===== src/rtl/wb_port_arbiter_if.sv =====
// Signal bundle between the write-back arbiter and the MEM/WB stage, the MDU,
// the register-file write port and the hazard unit.
interface wb_port_arbiter_if;
    logic [4:0]  WB_Rd;
    logic [31:0] WB_Result;
    logic        WB_RegWrite;
    logic        MDU_Valid;
    logic [4:0]  MDU_Rd;
    logic [31:0] MDU_Data;
    logic        MDU_Ready;
    logic        RF_WriteEn;
    logic [4:0]  RF_WriteAddr;
    logic [31:0] RF_WriteData;
    logic        Stall_Req;
    logic        Pend_Valid;
    logic [4:0]  Pend_Rd;

    modport slave (
        input  WB_Rd, WB_Result, WB_RegWrite, MDU_Valid, MDU_Rd, MDU_Data,
        output MDU_Ready, RF_WriteEn, RF_WriteAddr, RF_WriteData, Stall_Req, Pend_Valid, Pend_Rd
    );

    modport master (
        output WB_Rd, WB_Result, WB_RegWrite, MDU_Valid, MDU_Rd, MDU_Data,
        input  MDU_Ready, RF_WriteEn, RF_WriteAddr, RF_WriteData, Stall_Req, Pend_Valid, Pend_Rd
    );
endinterface


===== src/rtl/wb_port_arbiter.sv =====
// Shares the register-file write port between pipeline write-back (fixed priority) and
// a one-entry MDU result buffer, with a starvation counter that requests a bubble.
module wb_port_arbiter #(
    parameter int unsigned STARVE_LIMIT = 4
) (
    input  logic              clk,
    input  logic              reset,
    wb_port_arbiter_if.slave  bus
);

    localparam logic [4:0] Limit = 5'(STARVE_LIMIT);

    logic        buf_valid_q, buf_valid_d;
    logic [4:0]  buf_rd_q, buf_rd_d;
    logic [31:0] buf_data_q, buf_data_d;
    logic [3:0]  starve_cnt_q, starve_cnt_d;
    logic        stall_q, stall_d;

    logic       wb_live, grant_buf, supersede, mdu_ready, capture;
    logic [4:0] cnt_inc;

    assign wb_live   = bus.WB_RegWrite && (bus.WB_Rd != 5'd0);
    assign grant_buf = buf_valid_q && !wb_live;
    assign supersede = buf_valid_q && wb_live && (bus.WB_Rd == buf_rd_q);
    assign mdu_ready = !buf_valid_q && !reset;
    // Results aimed at r0 are accepted but never stored.
    assign capture   = bus.MDU_Valid && mdu_ready && (bus.MDU_Rd != 5'd0);
    assign cnt_inc   = {1'b0, starve_cnt_q} + 5'd1;

    always_comb begin
        buf_valid_d  = buf_valid_q;
        buf_rd_d     = buf_rd_q;
        buf_data_d   = buf_data_q;
        starve_cnt_d = starve_cnt_q;
        stall_d      = stall_q;
        if (buf_valid_q) begin
            if (grant_buf || supersede) begin
                buf_valid_d  = 1'b0;
                starve_cnt_d = 4'd0;
                stall_d      = 1'b0;
            end else begin
                // Denied: the pipeline took the port this cycle.
                if ({1'b0, starve_cnt_q} < Limit) starve_cnt_d = cnt_inc[3:0];
                if (cnt_inc >= Limit) stall_d = 1'b1;
            end
        end else begin
            starve_cnt_d = 4'd0;
            stall_d      = 1'b0;
            if (capture) begin
                buf_valid_d = 1'b1;
                buf_rd_d    = bus.MDU_Rd;
                buf_data_d  = bus.MDU_Data;
            end
        end
    end

    always_ff @(posedge clk or posedge reset) begin
        if (reset) begin
            buf_valid_q  <= 1'b0;
            buf_rd_q     <= 5'd0;
            buf_data_q   <= 32'd0;
            starve_cnt_q <= 4'd0;
            stall_q      <= 1'b0;
        end else begin
            buf_valid_q  <= buf_valid_d;
            buf_rd_q     <= buf_rd_d;
            buf_data_q   <= buf_data_d;
            starve_cnt_q <= starve_cnt_d;
            stall_q      <= stall_d;
        end
    end

    always_comb begin
        bus.RF_WriteEn   = 1'b0;
        bus.RF_WriteAddr = 5'd0;
        bus.RF_WriteData = 32'd0;
        // Write port is held idle while reset is asserted.
        if (!reset) begin
            if (wb_live) begin
                bus.RF_WriteEn   = 1'b1;
                bus.RF_WriteAddr = bus.WB_Rd;
                bus.RF_WriteData = bus.WB_Result;
            end else if (buf_valid_q) begin
                bus.RF_WriteEn   = 1'b1;
                bus.RF_WriteAddr = buf_rd_q;
                bus.RF_WriteData = buf_data_q;
            end
        end
    end

    assign bus.MDU_Ready  = mdu_ready;
    assign bus.Stall_Req  = stall_q;
    assign bus.Pend_Valid = buf_valid_q;
    assign bus.Pend_Rd    = buf_valid_q ? buf_rd_q : 5'd0;

endmodule


===== src/flat_wrapper.sv =====
// flat-port wrapper written by rule: the top's interface ports become plain ports
module wb_port_arbiter_flat 
#(
    parameter int unsigned STARVE_LIMIT = 4
)
  (clk, reset, bus_WB_Rd, bus_WB_Result, bus_WB_RegWrite, bus_MDU_Valid, bus_MDU_Rd, bus_MDU_Data, bus_MDU_Ready, bus_RF_WriteEn, bus_RF_WriteAddr, bus_RF_WriteData, bus_Stall_Req, bus_Pend_Valid, bus_Pend_Rd);
  wb_port_arbiter_if bus_i ();
  input  logic clk;
  input  logic reset;
  input wire logic [$bits(bus_i.WB_Rd)-1:0] bus_WB_Rd;
  input wire logic [$bits(bus_i.WB_Result)-1:0] bus_WB_Result;
  input wire logic [$bits(bus_i.WB_RegWrite)-1:0] bus_WB_RegWrite;
  input wire logic [$bits(bus_i.MDU_Valid)-1:0] bus_MDU_Valid;
  input wire logic [$bits(bus_i.MDU_Rd)-1:0] bus_MDU_Rd;
  input wire logic [$bits(bus_i.MDU_Data)-1:0] bus_MDU_Data;
  output wire logic [$bits(bus_i.MDU_Ready)-1:0] bus_MDU_Ready;
  output wire logic [$bits(bus_i.RF_WriteEn)-1:0] bus_RF_WriteEn;
  output wire logic [$bits(bus_i.RF_WriteAddr)-1:0] bus_RF_WriteAddr;
  output wire logic [$bits(bus_i.RF_WriteData)-1:0] bus_RF_WriteData;
  output wire logic [$bits(bus_i.Stall_Req)-1:0] bus_Stall_Req;
  output wire logic [$bits(bus_i.Pend_Valid)-1:0] bus_Pend_Valid;
  output wire logic [$bits(bus_i.Pend_Rd)-1:0] bus_Pend_Rd;
  assign bus_i.WB_Rd = bus_WB_Rd;
  assign bus_i.WB_Result = bus_WB_Result;
  assign bus_i.WB_RegWrite = bus_WB_RegWrite;
  assign bus_i.MDU_Valid = bus_MDU_Valid;
  assign bus_i.MDU_Rd = bus_MDU_Rd;
  assign bus_i.MDU_Data = bus_MDU_Data;
  assign bus_MDU_Ready = bus_i.MDU_Ready;
  assign bus_RF_WriteEn = bus_i.RF_WriteEn;
  assign bus_RF_WriteAddr = bus_i.RF_WriteAddr;
  assign bus_RF_WriteData = bus_i.RF_WriteData;
  assign bus_Stall_Req = bus_i.Stall_Req;
  assign bus_Pend_Valid = bus_i.Pend_Valid;
  assign bus_Pend_Rd = bus_i.Pend_Rd;
  wb_port_arbiter #(.STARVE_LIMIT(STARVE_LIMIT)) u_core (.clk(clk), .reset(reset), .bus(bus_i));
endmodule

===== config.mk =====
export PLATFORM = sky130hd
export DESIGN_NAME = wb_port_arbiter_flat
export DESIGN_NICKNAME = d
export VERILOG_FILES = /design/src/rtl/wb_port_arbiter_if.sv /design/src/rtl/wb_port_arbiter.sv /design/src/flat_wrapper.sv
export SDC_FILE = /design/constraint.sdc
export NUM_CORES = 1
export LEC_CHECK = 0
export ABC_AREA = 1
export ABC_CLOCK_PERIOD_IN_PS = 4550
export BUFFER_PORTS_ARGS = -buffer_cell sky130_fd_sc_hd__buf_2
export CAP_MARGIN = 10
export CORE_MARGIN = 10
export CORE_UTILIZATION = 40
export CTS_BUF_LIST = sky130_fd_sc_hd__clkbuf_4 sky130_fd_sc_hd__clkbuf_8
export CTS_CLUSTER_SIZE = 40
export DETAILED_ROUTE_END_ITERATION = 6
export HOLD_SLACK_MARGIN = 0.06
export PLACE_DENSITY = 0.77
export SYNTH_ARGS = -nofsm -noshare
export SYNTH_HDL_FRONTEND = slang
export SYNTH_SLANG_ARGS = --single-unit
export TNS_END_PERCENT = 20

===== constraint.sdc =====
create_clock -name clk -period 4.55 [get_ports clk]
set_input_delay 0.91 -clock clk [delete_from_list [all_inputs] [get_ports clk]]
set_output_delay 0.91 -clock clk [all_outputs]
set_load 0.03 [all_outputs]

==> run metrics <==
worst-skew pair later-pin latency ~0.29 ns; synthesized-area fraction occupied by and/or/nand/nor cells 0.2639; slowest cell on the critical path buf_4; Worst Path Buf+Inv 3; synth unique cells 22; Via density 4.558; DRT iter0 DRCs 114; # IOs between 100 and 150; Syn Inst Count about 400; Worst setup SP type input pin; DRT antenna net count 0; FP Rows 30; status completed; critical path, cell by cell buf_2, nor2_1, nand3_1, nand2_2, buf_4, o21ai_0, nor2_1, buf_2; Rel. slew slack 0.2715; Tightest Pin Transition roughly 1.1 ns; vias in the first global route roughly 2,600; Detailed Place HPWL roughly 5700 um; Leak roughly 0.0021 uW; Resized Gates After CTS 0; DRC 0; overall routing resource usage 0.1363; fillers 718; CTS hold repair buffers 0; root buffer cell clkbuf_8; Pint 741.8 uW; CTS Buf Count 5; final period utilization 0.7262; Clk pwr share 0.254; global route overflow 0; Pwr Total approximately 1100 uW; Finished Core Util 0.5073; clock sink count 43; Slew Limit Fails 0; switching power 388.5 uW; Area Overhead vs Synth 25.24%; skew final ~0.0041 ns; post-CTS setup buffers 0; largest family of logic cells by synthesized area simple AND/OR/NAND/NOR gates; minimum clock period 3.304 ns; initial antenna violation count 0; Post-Syn Area per Cell ~6.8 sq um; Comb pwr share 0.307; Synth Area in Compound Gates 0.1692; ANT cells 0; Yosys reg bits 43; Peak VDD IR between 0.0001 and 0.00015 V; Post-Syn Area between 0.002 and 0.003 sq mm; length of the first detailed-routing pass in iterations 5; Post-Synth Adder-Cell Area 0.004598; H-tree Lvls 2; Ys Warns 0; part of the power in registers 0.439; Hold WC Path Type reg -> reg; GP Congestion approximately 0.83; Final Hold Fails 0; die width between 100 and 150 um; CTS tree built; DRT Wirelength between 7000 and 8000 um; Crit path max-delay family buffers and inverters; Setup violations, final 0; Crit Path Max Fanout 36; largest net degree at the start of global routing 48; CP max stage delay 0.39 ns; Routed wire per std cell approximately 12 um; PwrDens 331.6 mW/mm^2; mux contribution to synthesized area 0.003678; crit path DAT between 2 and 2.5 ns; switch share 0.3437; Die ar. ~0.011 sq mm; RSZ-0062 raised after global routing no; Final Cell Area 0.003408 sq mm; Crit Path Class in -> out; core area between 0.006 and 0.007 sq mm; Port Buf Inserts ~120; CP required about 3.6 ns; clock-pin slew on the worst setup and hold paths 0.08 ns; die span in y 102.5 um; hold_ws around 0.5 ns; nets between 500 and 600; CTS Buffer Depth 2; routed vias between 2,000 and 3,000; kind of end point of the critical path output port; Post-Synth XOR/XNOR Area 0.003218; max cap viols 0; first-pass GRT wire length about 12,000 um; fraction of final layout cells sized beyond drive strength 1 0.3080; Setup TNS 0 ns; Area after DPL between 0.003 and 0.004 sq mm; post-synthesis sequential area ratio 0.3954; Syn Nets 481; FMAX 302.7 MHz; Initial Util 0.4050
==> flip-flops by register name (all words and copies together) (netlist names) <==
register	count
u_core.buf_data_q	32
u_core.buf_rd_q	5
u_core.bus.Pend_Valid	1
u_core.bus.Stall_Req	1
u_core.starve_cnt_q	4
==> logic make-up (layout without fill, tap and decap cells) <==
kind of cell               count (synthesis)  in the layout
and+or+nand+nor                          186            186
buffers and inverters                     93            204
AOI/OAI and AO/OA                         77             77
DFF                                       43             43
adders and majority gates                  1              1
xor gates and xnor gates                   1              1
muxes                                      1              1
==> layout make-up <==
| class | instances | area [sq um] | area share |
|---|---|---|---|
| Sequential cell | 43 | 1076 | 0.3157 |
| Clock inverter | 1 | 30.03 | 0.008811 |
| Clock buffer | 6 | 76.32 | 0.02239 |
| Multi-Input combinational cell | 266 | 1217 | 0.3572 |
| Tap cell | 80 | 100.1 | 0.02937 |
| Timing Repair Buffer | 127 | 645.6 | 0.1894 |
| Inverter | 70 | 262.8 | 0.07709 |
==> worst paths after layout <==
path | depth (start not counted) | slack [ns] | start | end
setup reg to reg | 5 | 2.19 | u_core.bus.Pend_Valid | u_core.buf_data_q[1]
max in group asynchronous | 4 | 2.97 | reset | u_core.buf_data_q[9]
setup / recovery | 8 | 1.25 | bus_WB_Rd[2] | bus_RF_WriteData[25]
hold / removal | 2 | 0.49 | u_core.buf_data_q[18] | u_core.buf_data_q[18]
hold reg to reg | 2 | 0.49 | u_core.buf_data_q[18] | u_core.buf_data_q[18]
min in group asynchronous | 3 | 0.86 | reset | u_core.bus.Stall_Req
==> stage by stage <==
step	setup WS (ns)	std cells
after floorplan	0.9452	402
after global placement	1.270	586
after detailed placement	1.232	586
after CTS	1.221	593
after global routing	0.9763	593
final	1.246	593
==> power by group through the flow <==
| stage | clock (uW) | combinational (uW) | sequential, uW |
|---|---|---|---|
| 2_1_floorplan | 0 | 271 | 487 |
| 3_3_place_gp | 0 | 344 | 500 |
| 3_5_place_dp | 0 | 353 | 504 |
| 4_1_cts | 296 | 354 | 496 |
| 5_1_grt | 312 | 394 | 507 |
| 6_report | 287 | 347 | 496 |
==> cells in the mapped netlist <==
library cell  count  area, sq um
nand2_2           1        6.260
a21oi_2          14        122.6
ha_1              1        12.51
nor3b_2           1        12.51
o21ai_2           6        52.55
dfrtp_1          43         1076
nand3b_1          1        7.510
nand3_1           4        20.02
clkbuf_1          9        33.78
nand2_1         111        416.7
mux2i_1           1        10.01
nor2_1           68        255.2
buf_2             3        15.01
o21ai_1          10        50.05
a21oi_1           3        15.01
inv_2             1        3.750
buf_8             2        30.03
o21ai_0          44        220.2
buf_6             7        78.83
xnor2_1           1        8.760
inv_1            69        259.0
buf_4             2        15.01
==> cell usage in the layout, fill, tap and decap left out <==
cell       synthesis  final
a21oi_1            3      3
a21oi_2           14     14
buf_2              3    123
buf_4              2      4
bufinv_16          0      1
clkbuf_4           0      1
clkbuf_8           0      5
dfrtp_1           43     43
ha_1               1      1
inv_1             69     68
inv_2              1      2
mux2i_1            1      1
nand2_1          111    111
nand2_2            1      1
nand3_1            4      4
nand3b_1           1      1
nor2_1            68     68
nor3b_2            1      1
o21ai_0           44     44
o21ai_1           10     10
o21ai_2            6      5
o21ai_4            0      1
xnor2_1            1      1
==> routing by layer <==
metal	part of all wire	GRT usage	vias up
li1	-	-	1425
met1	0.44	0.1588	1171
met2	0.46	0.2341	99
met3	0.10	0.04868	8
met4	0.0062	0.02928	0
met5	0	0	-
==> worst min-delay path, delay by kind of cell (launching register included) <==
family | cells | cell delay, ns
flip-flops | 1 | 0.34
AO/OA/AOI/OAI | 1 | 0.06
AND/OR/NAND/NOR | 1 | 0.05
(Power assumes the default switching activity.)
